==> src/rtl/instr_mem_loader_if.sv <==
`default_nettype none
// ============================================================================
// Module      : instr_mem_loader_if
// Description : Byte-stream handshake and instruction-memory write bus.
// Revision    : 1.0
// ============================================================================
interface instr_mem_loader_if #(
    parameter int AddressWidth = 10
);
    logic                    byte_valid;
    logic [7:0]              byte_data;
    logic                    byte_ready;
    logic                    w_en;
    logic [AddressWidth-1:0] w_addr;
    logic [31:0]             w_data;

    // master: byte producer / memory observer; slave: the loader
    modport master (
        output byte_valid, byte_data,
        input  byte_ready, w_en, w_addr, w_data
    );
    modport slave (
        input  byte_valid, byte_data,
        output byte_ready, w_en, w_addr, w_data
    );
endinterface
`default_nettype wire

==> src/rtl/instr_mem_loader.sv <==
`default_nettype none
// ============================================================================
// Module      : instr_mem_loader
// Description : Packs a little-endian byte stream into 32-bit words, writes
//               them into instruction memory and holds the core in reset.
// Revision    : 1.0
// ============================================================================
module instr_mem_loader #(
    parameter int AddressWidth = 10
) (
    input  wire logic                    clk_i,
    input  wire logic                    rst_ni,
    input  wire logic                    start_i,
    input  wire logic                    abort_i,
    input  wire logic [AddressWidth-2:0] num_words_i,
    instr_mem_loader_if.slave            mem_bus,
    output logic                         busy_o,
    output logic                         done_o,
    output logic                         cpu_rst_no
);
    typedef enum logic [1:0] {
        S_IDLE  = 2'd0,
        S_LOAD  = 2'd1,
        S_WRITE = 2'd2,
        S_DONE  = 2'd3
    } state_e;

    localparam logic [AddressWidth-2:0] C_DEPTH = {1'b1, {(AddressWidth-2){1'b0}}};

    state_e                  state_q;
    logic [1:0]              byte_idx_q;
    logic [23:0]             word_q;
    logic [AddressWidth-3:0] word_addr_q;
    logic [AddressWidth-2:0] words_left_q;
    logic                    byte_ready_q;
    logic                    w_en_q;
    logic [AddressWidth-1:0] w_addr_q;
    logic [31:0]             w_data_q;
    logic                    busy_q;
    logic                    done_q;
    logic                    cpu_rst_n_q;

    // Saturating the count keeps the word address from wrapping within a load
    logic [AddressWidth-2:0] w_start_count;
    assign w_start_count = (num_words_i > C_DEPTH) ? C_DEPTH : num_words_i;

    always_ff @(posedge clk_i or negedge rst_ni) begin
        if (!rst_ni) begin
            state_q      <= S_IDLE;
            byte_idx_q   <= '0;
            word_q       <= '0;
            word_addr_q  <= '0;
            words_left_q <= '0;
            byte_ready_q <= 1'b0;
            w_en_q       <= 1'b0;
            w_addr_q     <= '0;
            w_data_q     <= '0;
            busy_q       <= 1'b0;
            done_q       <= 1'b0;
            cpu_rst_n_q  <= 1'b0;
        end else begin
            w_en_q <= 1'b0;
            case (state_q)
                S_IDLE, S_DONE: begin
                    if (start_i) begin
                        words_left_q <= w_start_count;
                        word_addr_q  <= '0;
                        byte_idx_q   <= '0;
                        if (w_start_count == '0) begin
                            state_q      <= S_DONE;
                            byte_ready_q <= 1'b0;
                            busy_q       <= 1'b0;
                            done_q       <= 1'b1;
                            cpu_rst_n_q  <= 1'b1;
                        end else begin
                            state_q      <= S_LOAD;
                            byte_ready_q <= 1'b1;
                            busy_q       <= 1'b1;
                            done_q       <= 1'b0;
                            cpu_rst_n_q  <= 1'b0;
                        end
                    end
                end
                S_LOAD: begin
                    if (abort_i) begin
                        state_q      <= S_IDLE;
                        byte_ready_q <= 1'b0;
                        busy_q       <= 1'b0;
                        byte_idx_q   <= '0;
                    end else if (mem_bus.byte_valid && byte_ready_q) begin
                        case (byte_idx_q)
                            2'd0: word_q[7:0]   <= mem_bus.byte_data;
                            2'd1: word_q[15:8]  <= mem_bus.byte_data;
                            2'd2: word_q[23:16] <= mem_bus.byte_data;
                            default: begin
                                // Fourth byte goes straight into the write word
                                state_q      <= S_WRITE;
                                byte_ready_q <= 1'b0;
                                w_en_q       <= 1'b1;
                                w_addr_q     <= {word_addr_q, 2'b00};
                                w_data_q     <= {mem_bus.byte_data, word_q};
                            end
                        endcase
                        byte_idx_q <= byte_idx_q + 2'd1;
                    end
                end
                S_WRITE: begin
                    if (abort_i) begin
                        state_q <= S_IDLE;
                        busy_q  <= 1'b0;
                    end else begin
                        word_addr_q  <= word_addr_q + (AddressWidth-2)'(1);
                        words_left_q <= words_left_q - (AddressWidth-1)'(1);
                        if (words_left_q == (AddressWidth-1)'(1)) begin
                            state_q     <= S_DONE;
                            busy_q      <= 1'b0;
                            done_q      <= 1'b1;
                            cpu_rst_n_q <= 1'b1;
                        end else begin
                            state_q      <= S_LOAD;
                            byte_ready_q <= 1'b1;
                        end
                    end
                end
                default: state_q <= S_IDLE;
            endcase
        end
    end

    assign mem_bus.byte_ready = byte_ready_q;
    assign mem_bus.w_en       = w_en_q;
    assign mem_bus.w_addr     = w_addr_q;
    assign mem_bus.w_data     = w_data_q;
    assign busy_o             = busy_q;
    assign done_o             = done_q;
    assign cpu_rst_no         = cpu_rst_n_q;
endmodule
`default_nettype wire

==> src/flat_wrapper.sv <==
// flat-port wrapper written by rule: the top's interface ports become plain ports
module instr_mem_loader_flat 
#(
    parameter int AddressWidth = 10
)
  (clk_i, rst_ni, start_i, abort_i, num_words_i, busy_o, done_o, cpu_rst_no, mem_bus_byte_valid, mem_bus_byte_data, mem_bus_byte_ready, mem_bus_w_en, mem_bus_w_addr, mem_bus_w_data);
  instr_mem_loader_if #(.AddressWidth(AddressWidth)) mem_bus_i ();
  input  wire logic clk_i;
  input  wire logic rst_ni;
  input  wire logic start_i;
  input  wire logic abort_i;
  input  wire logic [AddressWidth-2:0] num_words_i;
  output logic busy_o;
  output logic done_o;
  output logic cpu_rst_no;
  input wire logic [$bits(mem_bus_i.byte_valid)-1:0] mem_bus_byte_valid;
  input wire logic [$bits(mem_bus_i.byte_data)-1:0] mem_bus_byte_data;
  output wire logic [$bits(mem_bus_i.byte_ready)-1:0] mem_bus_byte_ready;
  output wire logic [$bits(mem_bus_i.w_en)-1:0] mem_bus_w_en;
  output wire logic [$bits(mem_bus_i.w_addr)-1:0] mem_bus_w_addr;
  output wire logic [$bits(mem_bus_i.w_data)-1:0] mem_bus_w_data;
  assign mem_bus_i.byte_valid = mem_bus_byte_valid;
  assign mem_bus_i.byte_data = mem_bus_byte_data;
  assign mem_bus_byte_ready = mem_bus_i.byte_ready;
  assign mem_bus_w_en = mem_bus_i.w_en;
  assign mem_bus_w_addr = mem_bus_i.w_addr;
  assign mem_bus_w_data = mem_bus_i.w_data;
  instr_mem_loader #(.AddressWidth(AddressWidth)) u_core (.clk_i(clk_i), .rst_ni(rst_ni), .start_i(start_i), .abort_i(abort_i), .num_words_i(num_words_i), .mem_bus(mem_bus_i), .busy_o(busy_o), .done_o(done_o), .cpu_rst_no(cpu_rst_no));
endmodule
==> config.mk <==
export PLATFORM = sky130hd
export DESIGN_NAME = instr_mem_loader_flat
export DESIGN_NICKNAME = d
export VERILOG_FILES = /design/src/rtl/instr_mem_loader_if.sv /design/src/rtl/instr_mem_loader.sv /design/src/flat_wrapper.sv
export SDC_FILE = /design/constraint.sdc
export NUM_CORES = 1
export LEC_CHECK = 0
export ABC_AREA = 1
export ABC_CLOCK_PERIOD_IN_PS = 2000
export BUFFER_PORTS_ARGS = -buffer_cell sky130_fd_sc_hd__buf_2
export CAP_MARGIN = 20
export CORE_MARGIN = 2
export CORE_UTILIZATION = 56
export DETAILED_ROUTE_END_ITERATION = 6
export HOLD_SLACK_MARGIN = 0.08
export PLACE_DENSITY = 0.83
export SYNTH_ARGS = -nofsm -noshare
export SYNTH_HDL_FRONTEND = slang
export SYNTH_SLANG_ARGS = --single-unit
==> constraint.sdc <==
create_clock -name clk_i -period 2 [get_ports clk_i]
set_input_delay 0.1 -clock clk_i [delete_from_list [all_inputs] [get_ports clk_i]]
set_output_delay 0.1 -clock clk_i [all_outputs]
set_load 0.02 [all_outputs]
# After elaboration in Yosys (flattened, before gate mapping)
# Index checks and enable logic that the tools add are counted.
[op_classes]
n_addsub = 3
order_cmp = 1
eq_ne = 14
n_mux = 40
bitwise = 2
reduce_logical = 18
[op_table]
columns = ["operator", "count"]
rows = [
  ["2-to-1 mux 9 bit", 3],
  ["2-to-1 mux 2 bit", 10],
  ["AND reduction 4 bit", 5],
  ["2-to-1 mux 1 bit", 18],
  ["case mux 9 bit (2 select lines)", 1],
  ["2-to-1 mux 8 bit", 2],
  ["case mux 8 bit (2 select lines)", 1],
  ["AND reduction 3 bit", 4],
  ["equality test 9 x 1 -> 1 bit (second input constant)", 1],
  ["greater-than comparator 9 bit (second input constant)", 1],
  ["logical NOT 9 bit", 1],
  ["subtractor 9 x 1 -> 9 bit (second input constant)", 1],
  ["adder 8 x 1 -> 8 bit (second input constant)", 1],
  ["inequality test 2 bit (second input constant)", 4],
  ["equality test 2 bit (second input constant)", 3],
  ["inequality test 3 x 2 -> 1 bit (second input constant)", 2],
  ["case mux 1 bit (3 select lines)", 2],
  ["case mux 2 bit (3 select lines)", 1],
  ["AND reduction 5 bit", 1],
  ["equality test 2 x 1 -> 1 bit (second input constant)", 2],
  ["logical NOT 2 bit", 2],
  ["case mux 2 bit (2 select lines)", 1],
  ["nonzero test 2 bit", 2],
  ["inequality test 3 bit (second input constant)", 1],
  ["other kinds (7)", 8],
]
[totals]
register_bits = 89
out_inout_bits = 47
wordCells = 91

# Logic depth before layout (Yosys ltp)
# Gate-level depths: netlist of run 1.
[logic_depth]
ltp_word = 6
ltp_mapped = 12

# Least setup slack after synthesis of run 1
# OpenSTA, ideal clock, no wires.
[synth_path]
path_kind = "register to register"
from = "register u_core.state_q[0]"
to = "register u_core.words_left_q[2]"
setup_time_ns = 0.121
arrival_ns = 1.420
required_ns = 1.879
path_slack_ns = 0.459
path_stages_with_launch = 10
path_cell_list = "dfrtp_1 > inv_1 > ha_1 > nand2_1 > nand2_1 > inv_1 > nand2_2 > buf_4 > o21ai_0 > nand2_1"
[synth_between]
elab_chain_len = 4
word_cells_on_any_way = 9
classes_between = "eq/ne (4); mux (1); reduce/logical (4)"
[synth_rtl]
columns = ["item", "line_no", "text"]
rows = [
  ["from (decl)", "instr_mem_loader.sv:30", "state_e state_q;"],
  ["from (signal assigned)", "instr_mem_loader.sv:49", "state_q <= S_IDLE;"],
  ["from (signal assigned)", "instr_mem_loader.sv:70", "state_q <= S_DONE;"],
  ["from (signal assigned)", "instr_mem_loader.sv:76", "state_q <= S_LOAD;"],
  ["equality test 2 bit / logical NOT 2 bit (equally long branches)", "instr_mem_loader.sv:63", "case (state_q)"],
  ["OR reduction 2 bit", "instr_mem_loader.sv:63", ""],
  ["inequality test 2 bit (no line) / nonzero test 2 bit (equally long branches)", "--", ""],
  ["AND reduction 3 bit (no line)", "--", ""],
  ["to (signal assigned)", "instr_mem_loader.sv:66", "words_left_q <= w_start_count;"],
  ["to (signal assigned)", "instr_mem_loader.sv:113", "words_left_q <= words_left_q - (AddressWidth-1)'(1);"],
  ["to (decl)", "instr_mem_loader.sv:34", "logic [AddressWidth-2:0] words_left_q;"],
]
# Several ways; a longest one is shown, not always the timed one.
# A chain may end at the register's enable or synchronous reset.

# Worst setup path in the final report of run 1
[layout_path]
from = "register u_core.state_q[0]"
to = "register u_core.words_left_q[7]"
# Same word-level chain as after synthesis.

==> results of run 1 <==
==> cell usage in the layout (no fill, tap or decap), drive strengths merged <==
| master | n |
|---|---|
| conb | 2 |
| nand2 | 181 |
| ha | 9 |
| a211oi | 1 |
| clkbuf | 9 |
| a21oi | 9 |
| dlygate4sd3 | 10 |
| dfrtp | 89 |
| bufinv | 1 |
| a22oi | 1 |
| o21ai | 64 |
| buf | 73 |
| a21boi | 2 |
| o21a | 1 |
| inv | 52 |
| nor3 | 4 |
| nand4 | 6 |
| clkinv | 1 |
| nand3 | 26 |
| o22ai | 1 |
| nor2 | 34 |
==> area by class of cell <==
class | instances | area (um2) | area share
Sequential cell | 89 | 2230 | 0.464
Multi-Input combinational cell | 341 | 1560 | 0.326
Timing Repair Buffer | 83 | 485 | 0.101
Inverter | 47 | 181 | 0.0378
Clock buffer | 9 | 124 | 0.0258
Tap cell | 99 | 124 | 0.0258
Clock inverter | 7 | 92.6 | 0.0193
==> routing by layer <==
metal | track usage | up-vias
met2 | 0.376 | 85
met3 | 0.0332 | 10
met1 | 0.346 | 1646
met4 | 0.100 | 0
met5 | 0 | -
li1 | - | 1723
==> kinds of logic after synthesis <==
kind of cell               count (synthesis)  share of synthesized area
adders and majority gates                  9                     0.0275
buffers and inverters                     66                     0.0760
and+or+nand+nor                          251                      0.247
DFF                                       89                      0.543
AOI/OAI and AO/OA                         79                      0.105
other                                      1                   0.000915
==> state kept, by name (all words and copies together) (netlist names) <==
register,flops
u_core.mem_bus.w_data,32
u_core.word_q,24
u_core.words_left_q,9
u_core.mem_bus.w_addr,8
u_core.word_addr_q,8
u_core.byte_idx_q,2
u_core.state_q,2
u_core.busy_o,1
u_core.done_o,1
u_core.mem_bus.byte_ready,1
u_core.mem_bus.w_en,1
==> worst max-delay path: cells and delay by family (launching register included) <==
kind	cells	cell delay (ns)
fa+ha+maj	1	0.36
flops	1	0.38
compound gates	2	0.25
buf+inv	3	0.36
simple gates	3	0.35
==> final timing paths <==
path / slack [ns] / depth (start not counted) / from / to
hold reg to reg: 0.48 / 2 / u_core.mem_bus.w_data[23] / u_core.mem_bus.w_data[23]
max in group asynchronous: 0.98 / 3 / rst_ni / u_core.words_left_q[6]
setup / recovery: 0.19 / 9 / u_core.state_q[0] / u_core.words_left_q[7]
setup reg to reg: 0.19 / 9 / u_core.state_q[0] / u_core.words_left_q[7]
hold / removal: 0.09 / 3 / mem_bus_byte_data[1] / u_core.word_q[1]
min in group asynchronous: 0.29 / 2 / rst_ni / u_core.mem_bus.w_data[11]
==> report_power, final <==
| part | leakage (nW) | total (mW) | internal [mW] | switching (mW) |
|---|---|---|---|---|
| Sequential | 1.20 | 2.44 | 2.20 | 0.241 |
| Clock | 0.110 | 1.33 | 0.615 | 0.716 |
| Combinational | 1.33 | 1.84 | 0.629 | 1.21 |
==> metrics by stage <==
step / total power, mW / std cells / util / area [um2]
after floorplan: 3.80 / 496 / - / 4100
after global placement: 4.18 / 649 / 0.624 / 4480
after CTS: 5.60 / 675 / 0.668 / 4790
final: 5.61 / 675 / 0.669 / 4800
after detailed placement: 4.26 / 649 / 0.624 / 4480
after global routing: 6.02 / 675 / 0.669 / 4800
==> timing repair <==
action,CTS,global route
endpoints found under the hold margin,66,0
hold buffers,10,0
endpoints found under the setup margin,0,41
resized for setup,0,3
==> results.md, run 1 <==
- Status: completed
- Nets@finish: 602
- WL final: 8700 um
- Htree depth: 3
- Type of element capturing the critical path: flip-flop
- Die width: 89.6 um
- Tightest Hold Check Type: in -> reg
- Pins Over Slew Limit: 0
- Fillers: 590
- Post-synth top cells: nand2_1 (180), dfrtp_1 (89), o21ai_0 (47), inv_1 (44), nor2_1 (32)
- Power per Cell Area: 1170 mW/mm2
- Final TNS setup: 0 ns
- F_max: 551 MHz
- Root Driver: clkbuf_8
- First-pass DRT Iterations: 4
- Yosys Warn Count: 0
- First-pass GRT wire length: 14900 um
- Number of synthesized flops with an enable pin: 0
- Routed len/inst: 12.9 um
- Overflow left after global routing: 0
- Post-CTS Setup Inserts: 0
- Die area: 0.00802 mm2
- CTS buffer count: 9
- Vias per inst: 5.13
- Setup WS pre-CTS: 0.0911 ns
- Final setup vio count: 0
- Fin crit share: 0.907
- # port buffers: 66
- Max cap viols: 0
- Core Rows: 31
- Min Tclk post-route: 1.81 ns
- Worst-path cell chain: inv_1, ha_1, nand2_1, nand2_1, inv_1, nand2_2, buf_4, a21oi_1, a21boi_0
- Post-route ant nets: 0
- CTS tree: built
- Layout cells sized above 1: 0.175
- Largest net degree at the start of global routing: 57
- Max stage delay on crit path: 0.38 ns
- Uppermost layer routed: met4
- Crit-path slowest cell: dfrtp_1
- Core area: 0.00718 mm2
- Vias: 3464
- Area leader, netlist: dfrtp_1
- Area grow syn2layout: 17.1%
- Initial antenna violation count: 0
- Yosys cell types: 26
- Top cells by area, synth: dfrtp_1 (54%), nand2_1 (16%), o21ai_0 (5.7%)
- IO Pins: 69
- Critical Path RT: 2.24 ns
- Clock skew: 0.0160 ns
- Antenna cells: 0
- Max_slew headroom: 0.568
- Post-synth top area share: 0.543
- Crit path launch type: flip-flop
- Post-synthesis cell count: 495
- Clk_lat worst skew: 0.37 ns
- Final hold slack: 0.0879 ns
- Sequential area share after synthesis: 0.543
- Leak Pwr: 2.64 nW
- Max VDD drop: 829 uV
- Crit path DAT: 2.05 ns
- Die height: 89.6 um
- Mapped cell area: 0.00410 mm2
- Final hold violations: 0
- Synth Flop Type: dfrtp_1
- Critical setup path kind: reg -> reg
- DP HPWL: 6090 um
- RePlAce Congestion: 0.884
- Worst-margin pin slew: 0.648 ns
- Synth Register Bits: 89
- Remaining DRCs: 0
- DR WL met2: 4080 um
- Avg Cell Area, Syn: 8.28 um2
- M1 wire length: 4200 um
- Worst-path clk slew: 0.11 ns
- Critical path peak fanout: 13
- Vias in the first global route: 3353
- Setup ws final: 0.187 ns
- DR iter-0 viols: 180
- Initial Util: 0.571
- RSZ-0062 raised after global routing: no
- Post-synth ARST share: 1.00
- DR WL met3: 304 um
- Count leader, synth: nand2_1
- Clk buf depth: 2
- Clock sink count: 89
- GRT Util Overall: 0.243
Note: power is estimated with default switching activity, not from simulation.
==> run 2, diff against run 1 <==
ABC_CLOCK_PERIOD_IN_PS = 2200   (was 2000)
CORE_MARGIN = default   (was 2)
CORE_UTILIZATION = 60   (was 56)
PLACE_DENSITY = 0.88   (was 0.83)
clock period = 2.2 ns   (was 2 ns; I/O delays follow)
==> results.md, run 2 (synthesized netlist as in run 1, its figures left out) <==
- Status: completed
- Int Power: 2.96 mW (-14%)
- IO Pins: 69 (unchanged)
- Critical Path RT: 2.45 ns (+0.21 ns)
- Die width: 84.7 um (-5.5%)
- WL final: 8730 um (+0.37%)
- Die height: 84.7 um (-5.5%)
- First-pass GRT wire length: 14700 um (-1.5%)
- Max reg flops: 32 (unchanged)
- # port buffers: 66 (unchanged)
- Largest net degree at the start of global routing: 66 (+16%)
- Type of element capturing the critical path: flip-flop
- NetSw: 1.96 mW (-9.6%)
- Die area: 0.00717 mm2 (-11%)
- Combinational fraction of design power: 0.337 (+0.009)
- Clk buf depth: 2 (unchanged)
- CTS tree: built
- Commonest cells after routing, fill and taps aside: nand2_1 (180), dfrtp_1 (89), buf_2 (65), o21ai_0 (47), inv_1 (44)
- Critical path peak fanout: 16 (+3)
- F_max: 506 MHz (-8.3%)
- Clk pwr share: 0.209 (-0.028)
- Fillers: 479 (-19%)
- Htree depth: 3 (unchanged)
- RePlAce Congestion: 0.860 (-2.7%)
- Tightest Hold Check Type: in -> reg
- Max cap viols: 0 (unchanged)
- Leak Pwr: 2.60 nW (-1.8%)
- Critical setup path kind: reg -> reg
- Vias in the first global route: 3279 (-2.2%)
- Initial Util: 0.635 (+0.0634)
- Multi-input gate area: 0.00156 mm2 (unchanged)
- Area grow syn2layout: 14.2%
- Clock sink count: 89 (unchanged)
- Sw Ratio: 0.398 (+0.0115)
- Worst-margin pin slew: 0.923 ns (+0.276 ns)
- Vias: 3503 (+1.1%)
- Reg area: 0.00223 mm2 (unchanged)
- Fin crit share: 0.899 (-0.00778)
- Overflow left after global routing: 0 (unchanged)
- Power per Cell Area: 1050 mW/mm2 (-10%)
- DP HPWL: 6170 um (+1.3%)
- Worst-path clk slew: 0.09 ns (-0.02 ns)
- Crit path launch type: flip-flop
- Core area: 0.00646 mm2 (-10%)
- Pins Over Slew Limit: 0 (unchanged)
- Remaining DRCs: 0 (unchanged)
- Crit path DAT: 2.22 ns (+0.17 ns)
- Vias per inst: 5.42 (+5.7%)
- Initial antenna violation count: 0 (unchanged)
- CTS buffer count: 9 (unchanged)
- Root Driver: clkbuf_8
- Clk_lat worst skew: 0.36 ns (about the same)
- Layout cells sized above 1: 0.170 (-0.00487)
- Final hold violations: 0 (unchanged)
- GRT Util Overall: 0.261 (+0.0183)
- Core Rows: 29 (-6.5%)
- Final setup vio count: 0 (unchanged)
- Most common cell after layout, fill and taps aside: nand2_1
- Nets@finish: 595 (-1.2%)
- Post-route ant nets: 0 (unchanged)
- Clock skew: 0.00972 ns (-0.00628 ns)
- Final TNS setup: 0 ns (unchanged)
- Max_slew headroom: 0.383 (-0.185)
- Antenna cells: 0 (unchanged)
- Core Util, Final: 0.725 (+0.0558)
- Max VDD drop: 723 uV (-13%)
- DR iter-0 viols: 252 (+40%)
- RSZ-0062 raised after global routing: no
- Min Tclk post-route: 1.98 ns (+0.164 ns)
- Share of power burned in registers: 0.453 (+0.019)
- Routed len/inst: 13.5 um (+4.9%)
- First-pass DRT Iterations: 6 (+2)
run 2: layout make-up:
class | instances | area share
timing repair buffer | 76 | 0.0930
sequential | 89 | 0.476
multi-input combinational | 341 | 0.334
inverter | 47 | 0.0382
tap | 77 | 0.0206
clock buffer | 10 | 0.0273
clock inverter | 6 | 0.0107
run 2: worst paths after layout:
kind                                           from                   endpoint  slack [ns]  cells past startpoint
min in group asynchronous                    rst_ni  u_core.mem_bus.w_data[12]        0.19                      2
max in group asynchronous                    rst_ni   u_core.mem_bus.w_addr[6]        1.38                      3
min reg2reg                u_core.mem_bus.w_data[5]   u_core.mem_bus.w_data[5]        0.47                      2
max                               u_core.state_q[0]      u_core.word_addr_q[2]        0.22                     10
min                            mem_bus_byte_data[0]           u_core.word_q[0]        0.09                      3
max reg2reg                       u_core.state_q[0]      u_core.word_addr_q[2]        0.22                     10
run 2: routing by layer:
layer	up-vias	track usage	part of all wire
met4	0	0.0971	0.016
met1	1646	0.356	0.45
li1	1710	-	-
met2	131	0.424	0.48
met5	-	0	0
met3	16	0.0482	0.057
run 2: worst max-delay path, cell delays in order, from the launching register on:
cell,delay [ns]
dfrtp_1,0.38
inv_1,0.06
ha_1,0.36
nand2_1,0.15
nand2_1,0.10
inv_1,0.11
nand2_2,0.22
inv_4,0.21
nand2_1,0.06
o21ai_0,0.15
nor2_1,0.05
run 2: metrics by stage:
stage	cells	setup slack (ns)	cell area, um2	hold WS, ns	total power, mW
4_1_cts	646	0.196	4680	0.0836	4.92
3_3_place_gp	624	0.319	4440	0.0379	3.76
6_report	646	0.222	4680	0.0903	4.93
2_1_floorplan	496	0.659	4100	-0.186	3.46
3_5_place_dp	624	0.240	4440	0.0386	3.87
5_1_grt	646	0.0582	4680	0.0975	5.27
run 2: timing repair:
action | CTS | global route
hold buffers | 6 | 0
hold endpoints to repair | 94 | 0
setup buffers | 0 | 0
setup endpoints to repair | 0 | 1
gates resized for setup | 0 | 1
run 2: power groups by stage:
stage / sequential (mW) / combinational [mW] / clock (mW)
floorplan: 2.26 / 1.20 / 0
global placement: 2.23 / 1.53 / 0
detailed placement: 2.25 / 1.61 / 0
CTS: 2.23 / 1.64 / 1.05
global route: 2.27 / 1.89 / 1.11
finish: 2.23 / 1.66 / 1.03
==> run 3, diff against run 2 <==
REMOVE_ABC_BUFFERS = 1   (was default)
==> results.md, run 3 (synthesized netlist as in run 1, its figures left out) <==
- Status: completed
- Layout cells sized above 1: 0.172 (+0.00170)
- Commonest cells after routing, fill and taps aside: nand2_1 (180), dfrtp_1 (89), buf_2 (65), o21ai_0 (47), inv_1 (44)
- Area grow syn2layout: 15.3%
- Crit path launch type: flip-flop
- Core area: 0.00646 mm2 (unchanged)
- Clock sink count: 89 (unchanged)
- Worst-path cell chain: inv_1, ha_1, nand2_1, nand2_1, inv_1, nand2_2, inv_2, nand2_1, o21ai_0, nor2_1
- DR iter-0 viols: 252 (unchanged)
- IO Pins: 69 (unchanged)
- Vias per inst: 5.38 (-0.86%)
- Max_slew headroom: 0.387 (+0.00347)
- Initial Util: 0.635 (unchanged)
- Post-route ant nets: 0 (unchanged)
- Core Rows: 29 (unchanged)
- Antenna cells: 0 (unchanged)
- Pwr Total: 4.95 mW (+0.49%)
- Remaining DRCs: 0 (unchanged)
- Most common cell after layout, fill and taps aside: nand2_1
- Final hold violations: 0 (unchanged)
- Clk_lat worst skew: 0.37 ns (about the same)
- Vias: 3505 (+0.057%)
- F_max: 508 MHz (+0.42%)
- GRT Util Overall: 0.272 (+0.0108)
- Max reg flops: 32 (unchanged)
- Htree depth: 3 (unchanged)
- Overflow left after global routing: 0 (unchanged)
- Clk buf depth: 2 (unchanged)
- Cell repeated most along the worst path: nand2_1
- Min Tclk post-route: 1.97 ns (-0.00833 ns)
- Critical path peak fanout: 16 (unchanged)
- Max cap viols: 0 (unchanged)
- Worst-margin pin slew: 0.918 ns (-0.00519 ns)
- # port buffers: 66 (unchanged)
- Max stage delay on crit path: 0.37 ns (about the same)
- Final TNS setup: 0 ns (unchanged)
- Die width: 84.7 um (unchanged)
- Pins Over Slew Limit: 0 (unchanged)
- Tightest Hold Check Type: in -> reg
- CTS buffer count: 9 (unchanged)
- Largest net degree at the start of global routing: 57 (-14%)
- Critical setup path kind: reg -> reg
- DP HPWL: 6010 um (-2.6%)
- CTS tree: built
- Worst-path clk slew: 0.09 ns (about the same)
- Crit-path slowest cell: dfrtp_1
- Crit path DAT: 2.22 ns (about the same)
- Fin crit share: 0.895 (-0.00379)
- Critical Path RT: 2.46 ns (about the same)
- Power per Cell Area: 1050 mW/mm2 (-0.52%)
- Max VDD drop: 919 uV (+27%)
- WL final: 8900 um (+2.0%)
- Final setup vio count: 0 (unchanged)
- RePlAce Congestion: 0.855 (-0.58%)
- Die height: 84.7 um (unchanged)
- Clock skew: 0.0130 ns (+0.00324 ns)
- Routed len/inst: 13.7 um (+1.0%)
- CP bufs+invs: 3 (unchanged)
- Initial antenna violation count: 0 (unchanged)
- Type of element capturing the critical path: flip-flop
- First-pass GRT wire length: 15300 um (+4.0%)
- Root Driver: clkbuf_8
- First-pass DRT Iterations: 6 (unchanged)
- Nets@finish: 601 (+1.0%)
- Leak Pwr: 2.63 nW (+1.2%)
- Die area: 0.00717 mm2 (unchanged)
- RSZ-0062 raised after global routing: no
- Vias in the first global route: 3387 (+3.3%)
- Post-CTS Setup Inserts: 0 (unchanged)
- Cell family with most CP delay: simple AND/OR/NAND/NOR gates
==> run 3: path summary, 6_finish.rpt <==
| check | from | end | slack [ns] | cells past startpoint |
|---|---|---|---|---|
| worst max register to register | u_core.state_q[0] | u_core.word_addr_q[2] | 0.23 | 10 |
| worst min-delay path | num_words_i[7] | u_core.words_left_q[7] | 0.11 | 3 |
| max in group asynchronous | rst_ni | u_core.word_q[7] | 1.25 | 3 |
| min in group asynchronous | rst_ni | u_core.mem_bus.w_data[4] | 0.22 | 2 |
| worst max-delay path | u_core.state_q[0] | u_core.word_addr_q[2] | 0.23 | 10 |
| worst min register to register | u_core.word_q[17] | u_core.mem_bus.w_data[17] | 0.47 | 2 |
==> run 3: timing repair <==
item / CTS / global route
endpoints found under the setup margin: 0 / 0
hold buffers: 11 / 0
gates resized for setup: 0 / 0
hold endpoints to repair: 55 / 0
==> run 3: per-stage QoR <==
stage	setup slack (ns)	area, um2	instances	utilization	hold WS (ns)
floorplan	0.252	3970	477	-	-0.186
CTS	0.223	4730	652	0.732	0.103
global placement	0.306	4430	625	0.687	0.0718
finish	0.231	4730	652	0.732	0.106
global route	0.0497	4730	652	0.732	0.124
detailed placement	0.257	4430	625	0.687	0.0762
==> run 3: where the power goes <==
| group | internal (mW) | total [mW] | switching (mW) |
|---|---|---|---|
| clock network | 0.434 | 1.06 | 0.631 |
| registers | 2.00 | 2.23 | 0.228 |
| logic | 0.539 | 1.66 | 1.12 |
==> run 3: area by class of cell <==
type	instances	area, um2
well taps	77	96.3
clock inverters	7	58.8
fillers	486	1730
clock buffers	9	124
inverters	47	176
repair buffers	82	480
multi-input cells	341	1560
flip-flops and latches	89	2230
==> run 3: tightest hold or removal path, cell delays in order <==
cell and delay [ns]:
buf_2 0.10, a21oi_1 0.07, a21boi_0 0.15
==> run 3: layer usage <==
layer  global-route usage  routed length, um
met5                    0                  0
met4                0.108                158
met3               0.0374                511
met2                0.455               4250
met1                0.364               3990
